==> config.mk <==
export PLATFORM = sky130hd
export DESIGN_NAME = vga_sync_gen
export DESIGN_NICKNAME = d
export VERILOG_FILES = /design/src/rtl/vga_sync_gen.sv
export SDC_FILE = /design/constraint.sdc
export NUM_CORES = 1
export LEC_CHECK = 0
export CORE_MARGIN = 1
export CORE_UTILIZATION = 55
export CTS_CLUSTER_SIZE = 8
export DETAILED_ROUTE_END_ITERATION = 8
export GPL_TIMING_DRIVEN = 0
export PLACE_DENSITY = 0.84
export SYNTH_ARGS = -nofsm -noshare
export SYNTH_HDL_FRONTEND = slang
export SYNTH_SLANG_ARGS = --single-unit
export TNS_END_PERCENT = 50
==> constraint.sdc <==
create_clock -name clk -period 5.13 [get_ports clk]
set_input_delay 1.026 -clock clk [delete_from_list [all_inputs] [get_ports clk]]
set_output_delay 1.026 -clock clk [all_outputs]
set_load 0.02 [all_outputs]
==> src/rtl/vga_sync_gen.sv <==
// rtl/vga_sync_gen.sv - 640x480@60 VGA timing generator with pixel-rate divider
module vga_sync_gen #(
  parameter int TICK_DIV = 4,
  parameter int H_DISP   = 640,
  parameter int H_FP     = 16,
  parameter int H_SYNC   = 96,
  parameter int H_BP     = 48,
  parameter int V_DISP   = 480,
  parameter int V_FP     = 10,
  parameter int V_SYNC   = 2,
  parameter int V_BP     = 33
) (
  input  logic       clk,
  input  logic       rst,
  output logic       p_tick,
  output logic [9:0] pixel_x,
  output logic [9:0] pixel_y,
  output logic       hsync,
  output logic       vsync,
  output logic       video_on,
  output logic       frame_start
);

  localparam int H_TOTAL = H_DISP + H_FP + H_SYNC + H_BP;
  localparam int V_TOTAL = V_DISP + V_FP + V_SYNC + V_BP;
  localparam int DW      = (TICK_DIV > 1) ? $clog2(TICK_DIV) : 1;

  localparam logic [DW-1:0] DIV_LAST = DW'(TICK_DIV - 1);
  localparam logic [9:0] X_LAST   = 10'(H_TOTAL - 1);
  localparam logic [9:0] Y_LAST   = 10'(V_TOTAL - 1);
  localparam logic [9:0] HS_START = 10'(H_DISP + H_FP);
  localparam logic [9:0] HS_END   = 10'(H_DISP + H_FP + H_SYNC - 1);
  localparam logic [9:0] VS_START = 10'(V_DISP + V_FP);
  localparam logic [9:0] VS_END   = 10'(V_DISP + V_FP + V_SYNC - 1);
  localparam logic [9:0] H_VIS    = 10'(H_DISP);
  localparam logic [9:0] V_VIS    = 10'(V_DISP);

  logic [DW-1:0] div_cnt;
  logic [DW-1:0] div_next;
  logic [9:0]    x_next;
  logic [9:0]    y_next;
  logic          frame_wrap;
  logic          hsync_next;
  logic          vsync_next;
  logic          video_next;

  // Next divider/counter values; syncs are decoded from these so they line up with the position
  always_comb begin
    div_next   = (div_cnt == DIV_LAST) ? '0 : div_cnt + 1'b1;
    x_next     = pixel_x;
    y_next     = pixel_y;
    frame_wrap = 1'b0;
    if (p_tick) begin
      if (pixel_x == X_LAST) begin
        x_next = '0;
        if (pixel_y == Y_LAST) begin
          y_next     = '0;
          frame_wrap = 1'b1;
        end else begin
          y_next = pixel_y + 10'd1;
        end
      end else begin
        x_next = pixel_x + 10'd1;
      end
    end
    hsync_next = !((x_next >= HS_START) && (x_next <= HS_END));
    vsync_next = !((y_next >= VS_START) && (y_next <= VS_END));
    video_next = (x_next < H_VIS) && (y_next < V_VIS);
  end

  // Register every output; reset forces the idle, non-syncing state
  always_ff @(posedge clk) begin
    if (rst) begin
      div_cnt     <= '0;
      p_tick      <= 1'b0;
      pixel_x     <= '0;
      pixel_y     <= '0;
      hsync       <= 1'b1;
      vsync       <= 1'b1;
      video_on    <= 1'b0;
      frame_start <= 1'b0;
    end else begin
      div_cnt     <= div_next;
      p_tick      <= (div_next == DIV_LAST);
      pixel_x     <= x_next;
      pixel_y     <= y_next;
      hsync       <= hsync_next;
      vsync       <= vsync_next;
      video_on    <= video_next;
      frame_start <= frame_wrap;
    end
  end

endmodule

==> Word level (Yosys, flattened, before mapping) <==
Index checks and enable logic that the tools add are counted.
{ "totals": {"regBits": 27, "output_inout_bits": 25} }
{ "op_classes": {"add_sub_neg": 3, "magnitude_cmp": 6, "n_eq_ne": 4, "mux": 7, "n_bitwise": 2, "n_reduce_logical": 6} }
{ "ops": {"columns": ["cell", "count"], "rows": [
  ["2-to-1 mux 10 bit", 5],
  ["adder 10 x 1 -> 10 bit (second input constant)", 2],
  ["== test 10 bit (second input constant)", 2],
  [">= comparator 10 bit (second input constant)", 1],
  [">= comparator 10 x 9 -> 1 bit (second input constant)", 1],
  ["<= comparator 10 bit (second input constant)", 1],
  ["<= comparator 10 x 9 -> 1 bit (second input constant)", 1],
  ["< comparator 10 bit (second input constant)", 1],
  ["< comparator 10 x 9 -> 1 bit (second input constant)", 1],
  ["== test 2 bit (second input constant)", 2],
  ["logical AND 1 bit", 3],
  ["OR reduction 3 bit", 1],
  ["adder 2 x 1 -> 2 bit (second input constant)", 1],
  ["zero test 1 bit", 2],
  ["2-to-1 mux 2 bit", 1],
  ["inverter 1 bit", 2],
  ["2-to-1 mux 1 bit", 1]
]} }

==> Longest topological paths before layout <==
Gate-level depths: netlist of run 1.
{ "logic_depth": {"ltp_word": 7, "depth_mapped": 7} }

==> Worst setup path before layout of run 1 <==
Ideal clock, no wire load.
{ "synth_timing": {"path_type": "reg-to-reg", "start": "register pixel_x[9]", "end": "register vsync", "arrival_ps": 2023, "required_time_ps": 4992, "slack_ps": 2968, "path_stages_with_launch": 8, "path_buffers": 2, "synth_period_minus_slack_ps": 2162, "cell_sequence": "dfxtp_1 or4b_1 buf_2 nor4_4 buf_6 nand3b_1 a2111oi_2 o2111ai_1"} }
{ "synth_between": {"elab_chain_cells": 6} }
{ "synth_rtl": {"columns": ["element", "line_no", "rtl"], "rows": [
  ["from (decl)", "16", "output logic [9:0] pixel_x,"],
  ["from (signal assigned)", "85", "pixel_x <= x_next;"],
  ["== test 10 bit (*)", "54", "if (pixel_x == X_LAST) begin"],
  ["2-to-1 mux 10 bit (*)", "54", null],
  ["2-to-1 mux 10 bit (*)", "53", "if (p_tick) begin"],
  [">= comparator 10 x 9 -> 1 bit / <= comparator 10 x 9 -> 1 bit (equally long branches)", "67", "vsync_next = !((y_next >= VS_START) && (y_next <= VS_END));"],
  ["logical AND 1 bit (*)", "67", null],
  ["zero test 1 bit (*)", "67", null],
  ["to (signal assigned)", "88", "vsync <= vsync_next;"],
  ["to (decl)", "19", "output logic vsync,"]
]} }
Every way passes the cells marked *; elsewhere a longest branch is shown, timed or not.
A chain may end at the register's enable or synchronous reset.

==> Final worst setup path of run 1 <==
{ "layout_timing": {"start": "register pixel_x[3]", "end": "output port pixel_x[3]"} }
No word-level cell between the ends.

==> results of run 1 <==
[worst paths after layout]
kind	startpoint	end	slack, ns	depth (start not counted)
hold reg to reg	div_cnt[0]	div_cnt[0]	0.46	1
setup / recovery	pixel_x[3]	pixel_x[3]	2.60	1
hold / removal	div_cnt[0]	div_cnt[0]	0.46	1
setup reg to reg	pixel_x[5]	vsync	2.79	6
[routing by layer]
metal	share of wire	GRT usage
met2	0.48	0.4430
met5	0	0
met3	0.041	0.03448
met1	0.44	0.3345
met4	0.041	0.1842
[placed cells by master, fill, tap and decap left out, types with 2 or more instances in the layout]
cell type,Yosys,layout
dfxtp_1,27,27
clkdlybuf4s50_1,0,25
nor2_1,19,19
nand2_1,13,13
nand4_1,10,10
nand3_1,8,8
nor3_1,8,8
clkbuf_1,7,7
a21oi_1,7,7
inv_1,6,6
xor2_1,6,6
xnor2_1,5,5
ha_1,5,5
and3_1,3,3
clkbuf_4,0,3
nor4_4,2,2
nand2b_1,2,2
nor4_2,2,2
nor4_1,2,2
o21ai_0,2,2
nor2b_1,2,2
o311ai_0,2,2
[power by group through the flow]
stage | clock network, uW | logic, uW | registers (uW)
after floorplan | 0 | 9.20 | 222
after global placement | 0 | 16.3 | 220
after detailed placement | 0 | 16.9 | 221
after CTS | 95.0 | 17.0 | 216
after global routing | 101 | 19.1 | 216
final | 92.5 | 17.0 | 216
[stage by stage]
stage / utilization / hold WS, ns / total power, uW / cell area [um2]
2_1_floorplan: - / 0.4265 / 231.2 / 1426
3_3_place_gp: 0.6983 / 0.4361 / 236.5 / 1714
3_5_place_dp: 0.6983 / 0.4475 / 237.6 / 1714
4_1_cts: 0.7095 / 0.4654 / 328.1 / 1742
5_1_grt: 0.7095 / 0.4844 / 336.3 / 1742
6_report: 0.7095 / 0.4638 / 325.5 / 1742
[area by class of cell]
type                    count  area (um2)  share of cell area
flip-flops and latches     27       540.5              0.3103
clock inverters             1       5.005            0.002874
multi-input cells         122       820.8              0.4713
well taps                  30       37.54             0.02155
repair buffers             25       250.2              0.1437
plain buffers               9       42.54             0.02443
clock buffers               3       22.52             0.01293
inverters                   6       22.52             0.01293
[sequential cells by signal, summed over array words and instances, names as in the netlist]
name,count
pixel_x,10
div_cnt,2
vsync,1
p_tick,1
video_on,1
frame_start,1
hsync,1
pixel_y,10
[kinds of logic after synthesis]
group           count (synthesis)  synth area share
fa+ha+maj                       5           0.04386
simple gates                   80            0.3246
mux                             2           0.01491
buf+inv                        15           0.04561
xor+xnor                       11           0.06754
compound gates                 24            0.1246
flops                          27            0.3789
==> metrics.md, run 1 <==
| Metric | Value |
|---|---|
| Pre-CTS setup slack | 2.812 ns |
| Wire length per cell | 15.04 um |
| Max Cap Violations | 0 |
| CTS tree | yes |
| Gpl congestion | 0.9022 |
| Avg Vias per Cell | 6.126 |
| Syn Nets | 171 |
| Yosys warnings | 0 |
| H-tree levels | 1 |
| Cts repair resizes | 0 |
| Async set-reset flop share out of synthesis | 0 |
| Cell family contributing the most delay on the critical path | buffers and inverters |
| Seq/Total Area, Yosys | 0.3789 |
| DRT Pass-1 Iters | 4 |
| Crit-path cells | clkdlybuf4s50_1 |
| Antenna viol nets, final | 0 |
| Die width | 52.93 um |
| Final Cycle Share | 0.4932 |
| DIE HEIGHT | about 53 um |
| Worst Hold Class | flip-flop to flip-flop |
| Sw power | 75.95 uW |
| Crit path kind | flip-flop to output pin |
| CORE AREA | 2455 um2 |
| Internal power | 249.6 uW |
| Ports | 27 |
| Crit path buf inv count | 1 |
| Worst-Margin Slew | 0.6581 ns |
| Gate power share | 0.052 |
| Mapped Area | 1426 um2 |
| Req. time, crit path | 4.10 ns |
| Post-synthesis cell count | 164 |
| RSZ-0062 raised after global routing | false |
| Fmax | roughly 0.4 GHz |
| Layout cell share with drive strength beyond 1 | 0.07254 |
| Post-Route Setup TNS | 0 ns |
| Crit path capture type | output pin |
| Main area contributors after synthesis | dfxtp_1, nor2_1, ha_1 |
| Nets | 201 |
| Sw frac | 0.2333 |
| Final std cells w/o fill | 223 |
| Clk_lat worst skew | roughly 0.33 ns |
| Post-synth EDFFs | 0 |
| FP Rows | 18 |
| Predominant post-synthesis flop cell | dfxtp_1 |
| Clock power frac | 0.284 |
| Area share of the largest cell type after synthesis | 0.3789 |
| Die footprint | 2801 um2 |
| Vias | 1,366 |
| Netlist cell types | 46 |
| Diode count | 0 |
| #FFs+latches synth | 27 |
| Worst Setup Start Kind | flip-flop |
| Clock tree buffer depth | 2 |
| Post-Route Skew | approximately 0.0046 ns |
| Leakage | 0.0006039 uW |
| Setup violations, final | 0 |
| P per Cell Area | 186.9 nW/um2 |
| Area grow syn2layout | 22.11% |
| Setup WS post-layout | around 2.6 ns |
| Pins over their slew limit | 0 |
| Average cell area after synthesis | 8.697 um2 |
| Slowest cell delay on critical path | 0.66 ns |
| CTS Sinks | 27 |
| Iter 0 DRT Violations | 46 |
| Post-CTS Hold Fix Bufs | 0 |
| VDD IR-drop max | between 0.15 and 0.2 mV |
| # fillers | 205 |
| HPWL after DPL | 2526 um |
| Initial Util | 0.5810 |
| Dpl cells | between 200 and 250 |
| Count leader, synth | dfxtp_1 |
| DR DRC count | 0 |
| Port-buffer cells | 25 |
| Status | completed |
| Relative slew slack | 0.5551 |
| Crit path DAT | approximately 1.5 ns |
| Largest net degree at the start of global routing | 16 |
| Total grt overflow | 0 |
| Worst-path clk slew | 0.14 ns |
| Root Buffer | clkbuf_4 |
| Final hold viol count | 0 |
| First-pass GRT wire length | 5533 um |
| Largest area contributor in the netlist | dfxtp_1 |
| Critical Path Slowest Stage Cell | clkdlybuf4s50_1 |
| List of most frequent post-synthesis cells | dfxtp_1, nor2_1, nand2_1 |
| Total GRT Usage | 0.2735 |
| Sequential power share | 0.664 |
| Vias in the first global route | 1,286 |
| Fin crit period | between 2 and 3 ns |
| Total clock buffers created by CTS | 3 |
| Detailed Route WL | 3355 um |
| CP Max Fanout | 7 |
| Antenna violations before repair | 0 |
| Post-CTS Setup Bufs | 0 |
Power figures use the tool's default switching activity.
==> run 2: changes to the inputs <==
--- a/config.mk
+++ b/config.mk
@@ -6,11 +6,11 @@
 export NUM_CORES = 1
 export LEC_CHECK = 0
 export CORE_MARGIN = 1
-export CORE_UTILIZATION = 55
+export CORE_UTILIZATION = 51
 export CTS_CLUSTER_SIZE = 8
 export DETAILED_ROUTE_END_ITERATION = 8
 export GPL_TIMING_DRIVEN = 0
-export PLACE_DENSITY = 0.84
+export PLACE_DENSITY = 0.78
 export SYNTH_ARGS = -nofsm -noshare
 export SYNTH_HDL_FRONTEND = slang
 export SYNTH_SLANG_ARGS = --single-unit
==> constraint.sdc (replaced) <==
create_clock -name clk -period 2.4 [get_ports clk]
set_input_delay 0.48 -clock clk [delete_from_list [all_inputs] [get_ports clk]]
set_output_delay 0.48 -clock clk [all_outputs]
set_load 0.02 [all_outputs]
==> metrics.md, run 2 (synthesis results as in run 1) <==
| Metric | Value |
|---|---|
| Avg Vias per Cell | between 6 and 7 |
| P per Cell Area | 396.9 nW/um2 |
| VDD IR-drop max | roughly 0.42 mV |
| Antenna violations before repair | 0 |
| Leakage | 0.0006063 uW |
| Clk_lat worst skew | approximately 0.33 ns |
| Vias | 1,344 |
| FF+latch area | around 540 um2 |
| RSZ-0062 raised after global routing | false |
| Largest regs | pixel_x x10, pixel_y x10, div_cnt x2 |
| Diode count | 0 |
| Critical Path Slowest Stage Cell | or4b_1 |
| Fin crit period | 2.274 ns |
| Vias in the first global route | 1,231 |
| Final hold viol count | 0 |
| CORE AREA | 2567 um2 |
| Crit path DAT | 2.49 ns |
| Final Cycle Share | 0.9473 |
| Slowest cell delay on critical path | 0.54 ns |
| Post-Route Setup TNS | 0 ns |
| Crit-path cells | or4b_1, buf_2, nor4_4, buf_6, nand3b_1, a2111oi_2, o2111ai_1 |
| DR DRC count | 0 |
| Clock tree buffer depth | 2 |
| Die footprint | between 3000 and 4000 um2 |
| Final std cells w/o fill | about 220 |
| Largest net degree at the start of global routing | 15 |
| CTS Sinks | 27 |
| Total grt overflow | 0 |
| Dpl cells | 219 |
| Relative slew slack | 0.5752 |
| Worst Hold Class | flip-flop to flip-flop |
| Most used cells in the layout excluding fill and tap cells | clkdlybuf4s50_1, dfxtp_1, nor2_1 |
| Root Buffer | clkbuf_4 |
| Crit path kind | flip-flop to flip-flop |
| Antenna viol nets, final | 0 |
| DIE HEIGHT | around 55 um |
| Post-CTS Setup Bufs | 0 |
| Initial Util | 0.5556 |
| Worst-Margin Slew | 0.6283 ns |
| Gpl congestion | 0.8223 |
| Worst setup startpoint | pixel_x[5] |
| Iter 0 DRT Violations | 34 |
| Status | completed |
| R2r startpoint | pixel_x[5] |
| Fmax | 0.4398 GHz |
| Total clock buffers created by CTS | 3 |
| Area occupied by multi-input gates | 834.6 um2 |
| Nets | ~200 |
| Port-buffer cells | 25 |
| Post-CTS Hold Fix Bufs | 0 |
| Worst Setup Start Kind | flip-flop |
| Area grow syn2layout | 23.33% |
| Req. time, crit path | 2.61 ns |
| Layout cell share with drive strength beyond 1 | 0.09326 |
| HPWL after DPL | 2495 um |
| Post-Route Skew | around 0.0038 ns |
| Crit path capture type | flip-flop |
| Worst-path clk slew | 0.14 ns |
| Cts repair resizes | 0 |
| Wire length per cell | between 15 and 20 um |
| Setup violations, final | 0 |
| Final Total Pwr | 698.2 uW |
| Total GRT Usage | 0.2434 |
| Hold wc startpoint | div_cnt[0] |
| # fillers | 235 |
| First-pass GRT wire length | approximately 5200 um |
| Ports | 27 |
| Max Cap Violations | 0 |
| Die width | 54.89 um |
| Detailed Route WL | 3365 um |
| CP Max Fanout | 10 |
| CTS tree | yes |
| Pins over their slew limit | 0 |
| FP Rows | 18 |
| H-tree levels | 1 |
| DRT Pass-1 Iters | 4 |
| Most common cell after layout, fill and taps aside | clkdlybuf4s50_1 |
run 2: report_power, final:
part	switching (uW)	leakage [uW]	internal (uW)	total (uW)
logic	21.8	0.000371	14.9	36.7
clock network	135	0.0000150	65.4	200
registers	5.56	0.000220	456	461
run 2: routing by layer:
layer	up-vias	track usage	wire length, um
met5	-	0	0
met4	0	0.1154	66
met3	7	0.04167	120
met2	32	0.4217	1674
met1	650	0.2860	1503
li1	655	-	-
run 2: final timing paths:
check                     to  slack (ns)  depth (start not counted)
setup reg to reg       vsync        0.13                          7
setup / recovery       vsync        0.13                          7
hold reg to reg   div_cnt[0]        0.47                          1
hold / removal    div_cnt[0]        0.47                          1
run 2: cell type report:
| cell class | count | area share |
|---|---|---|
| multi-input combinational | 122 | 0.4744 |
| buffer | 9 | 0.02489 |
| sequential | 27 | 0.3094 |
| timing repair buffer | 25 | 0.1422 |
| inverter | 6 | 0.01280 |
| clock buffer | 4 | 0.01494 |
| tap | 30 | 0.02134 |
run 2: worst max-delay path: cells and delay by family (launching register included):
family,cells,cell delay [ns]
AND/OR/NAND/NOR,3,0.88
AO/OA/AOI/OAI,2,0.50
buffers and inverters,2,0.39
flip-flops,1,0.38
run 2: per-stage QoR:
| stage | area, um2 | setup WS, ns | hold slack [ns] | util |
|---|---|---|---|---|
| 2_1_floorplan | 1426 | 0.2384 | 0.4265 | - |
| 3_3_place_gp | 1714 | 0.1200 | 0.4373 | 0.6676 |
| 3_5_place_dp | 1714 | 0.05430 | 0.4469 | 0.6676 |
| 4_1_cts | 1740 | 0.03272 | 0.4695 | 0.6779 |
| 5_1_grt | 1759 | 0.02149 | 0.5024 | 0.6852 |
| 6_report | 1759 | 0.1264 | 0.4661 | 0.6852 |
==> variant: new RTL, config.mk and constraints of run 2 <==
The parameter `TICK_DIV` goes from 4 to 2.
--- a/src/rtl/vga_sync_gen.sv
+++ b/src/rtl/vga_sync_gen.sv
@@ -2,3 +2,3 @@
 module vga_sync_gen #(
-  parameter int TICK_DIV = 4,
+  parameter int TICK_DIV = 2,
   parameter int H_DISP   = 640,
Check against the original RTL: not equivalent (Yosys sat finds a counterexample within 4 cycles, from zero or initial values and one cycle with rst high).
==> variant against run 2 <==
Setup slack improved by 47 ps; count of clock-buffer cells in the layout fell by 1; power fell by 5.8%; die area fell by 1.4%; synthesized area fell by 1.5%; critical endpoint is now video_on$_SDFF_PP0_; synthesized cell count fell by 2.4%; hold slack got worse by 120 ps; routed wire length fell by 2.1%; sequential cell count fell by 2; final area fell by 1.8%.
==> variant: results (changes against run 2) <==
INFO  metric hold_start = rst
INFO  metric comb_cell_power = 0.0353 mW (-4%)
INFO  metric inserted_diodes = 0 (unchanged)
INFO  metric detail_route.wirelength = 3290 microns (-2.1%)
INFO  metric grt-ovfl-total = 0 (unchanged)
INFO  metric maximum_number_of_pins_on_one_net_before_global_route_repair = 16 (+1)
INFO  metric syn-num-nets = 165 (-3.5%)
INFO  metric gp_routability_congestion = 0.859 (+4.5%)
INFO  metric peakVddDrop = 0.000313 V (-25%)
INFO  metric finalNetCount = 195 (-3.0%)
INFO  metric async_reset_ff_frac = 0 (unchanged)
INFO  metric seq_power_share = 0.645 (-0.016)
INFO  metric worst_pin_slew = 775 ps (+147 ps)
INFO  metric skew = 6.60 ps (+2.80 ps)
INFO  metric place.detailed.hpwl = 2410 microns (-3.3%)
INFO  metric biggestRegsByFlops = pixel_x: 10 flops, pixel_y: 10 flops
INFO  metric drt_pass1_iterations = 5 (+1)
INFO  metric worstHoldEndpoint = video_on$_SDFF_PP0_
INFO  metric design_power_total = 0.658 mW (-5.8%)
INFO  metric slowest_stage_cell_on_the_critical_path = or4_4
INFO  metric postSynthAreaPerCell = 8.78 sq um (+0.97%)
INFO  metric clock_buffer_depth = 2 (unchanged)
INFO  metric drt-initial-drc-count = 29 (-15%)
INFO  metric reg2regPathDepth = 6 (-1)
INFO  metric filler_cell_count = 237 (+0.85%)
INFO  metric critical_path_arrival = 2460 ps (-30 ps)
INFO  metric hold_path_depth = 2 (+1)
INFO  metric synth_top_cells_by_area = dfxtp_1, xnor2_1, buf_6, nor2_1, nand4_1
INFO  metric number_of_global_route_vias_before_repair = 1201 (-2.4%)
INFO  metric via_count = 1327 (-1.3%)
INFO  metric critPathMaxFanout = 5 (-5)
INFO  metric sw_frac_of_total = 0.242 (+0.00955)
INFO  metric status = finished clean
INFO  metric critical_path_class = reg -> reg
INFO  metric place.detailed.instances = 215 (-1.8%)
INFO  metric p_leak = 0.568 nW (-6.3%)
INFO  metric hold_path_class = in -> reg
INFO  metric synth.cells.most_frequent = dfxtp_1, nor2_1, xnor2_1, nand2_1, nor3_1
INFO  metric ys.warnings.count = 0 (unchanged)
INFO  metric seq_area_frac_synth = 0.356 (-0.0228)
INFO  metric clk_root_buffer_cell = clkbuf_4
INFO  metric netlist-cell-type-count = 44 (-4.3%)
INFO  metric first_pass_grt_wire_length = 5160 microns (-0.39%)
INFO  metric viasPerCell = 6.06 (+0.54%)
INFO  metric setup.reg_to_reg.worst_slack = 170 ps (+50 ps)
INFO  metric track_usage = 0.242 (-0.00162)
INFO  metric drive_gt1_frac = 0.111 (+0.0178)
INFO  metric worstReg2RegEnd = video_on$_SDFF_PP0_
INFO  metric worstSetupStartpoint = pixel_x[1]$_SDFF_PP0_
## variant: changes by cell type in the layout (fill, tap and decap cells not counted), moves of 3 or more
cell / run 2 / this run
clkbuf_1: 7 / 4
nand2_1: 13 / 10
nor2_1: 19 / 15
xnor2_1: 5 / 11
buf_6: 1 / 5
ha_1: 5 / 2
nor4_1: 2 / 6
## variant: repair_timing
item / in CTS / in global routing
endpoints found under the setup margin: 0 / 8
buffers inserted: 0 / 0
gates resized for setup: 0 / 4
## variant: kinds of logic after synthesis
kind of cell               synth area share
AOI/OAI and AO/OA                     0.114
xor gates and xnor gates             0.0935
adders and majority gates            0.0267
buffers and inverters                0.0695
DFF                                   0.356
muxes                               0.00712
and+or+nand+nor                       0.333
## variant: stage by stage
stage | instance area (sq um) | setup WS (ps) | hold WS, ps
after global placement | 1690 | 118 | 510
after detailed placement | 1690 | 80.1 | 526
after floorplan | 1410 | 212 | 582
after CTS | 1720 | 62.8 | 326
final | 1730 | 173 | 347
after global routing | 1730 | 44.2 | 337
## variant: layout make-up
cell class / count / area share
multi-input combinational: 119 / 0.469
sequential: 25 / 0.290
timing repair buffer: 25 / 0.145
buffer: 10 / 0.0442
tap: 30 / 0.0217
clock buffer: 3 / 0.0130
inverter: 6 / 0.0130
clock inverter: 1 / 0.00434
## variant: metal layers
metal | wire [microns] | global-route usage | vias up
met5 | 0 | 0 | -
met4 | 35 | 0.0940 | 0
met3 | 119 | 0.0333 | 6
met2 | 1690 | 0.455 | 40
met1 | 1450 | 0.269 | 642
li1 | - | - | 639
## variant: critical path, delay by kind of cell (launching register included)
family | cells | cell delay, ps
and+or+nand+nor | 3 | 1010
DFF | 1 | 420
AOI/OAI and AO/OA | 1 | 320
adders and majority gates | 1 | 250
xor gates and xnor gates | 1 | 140
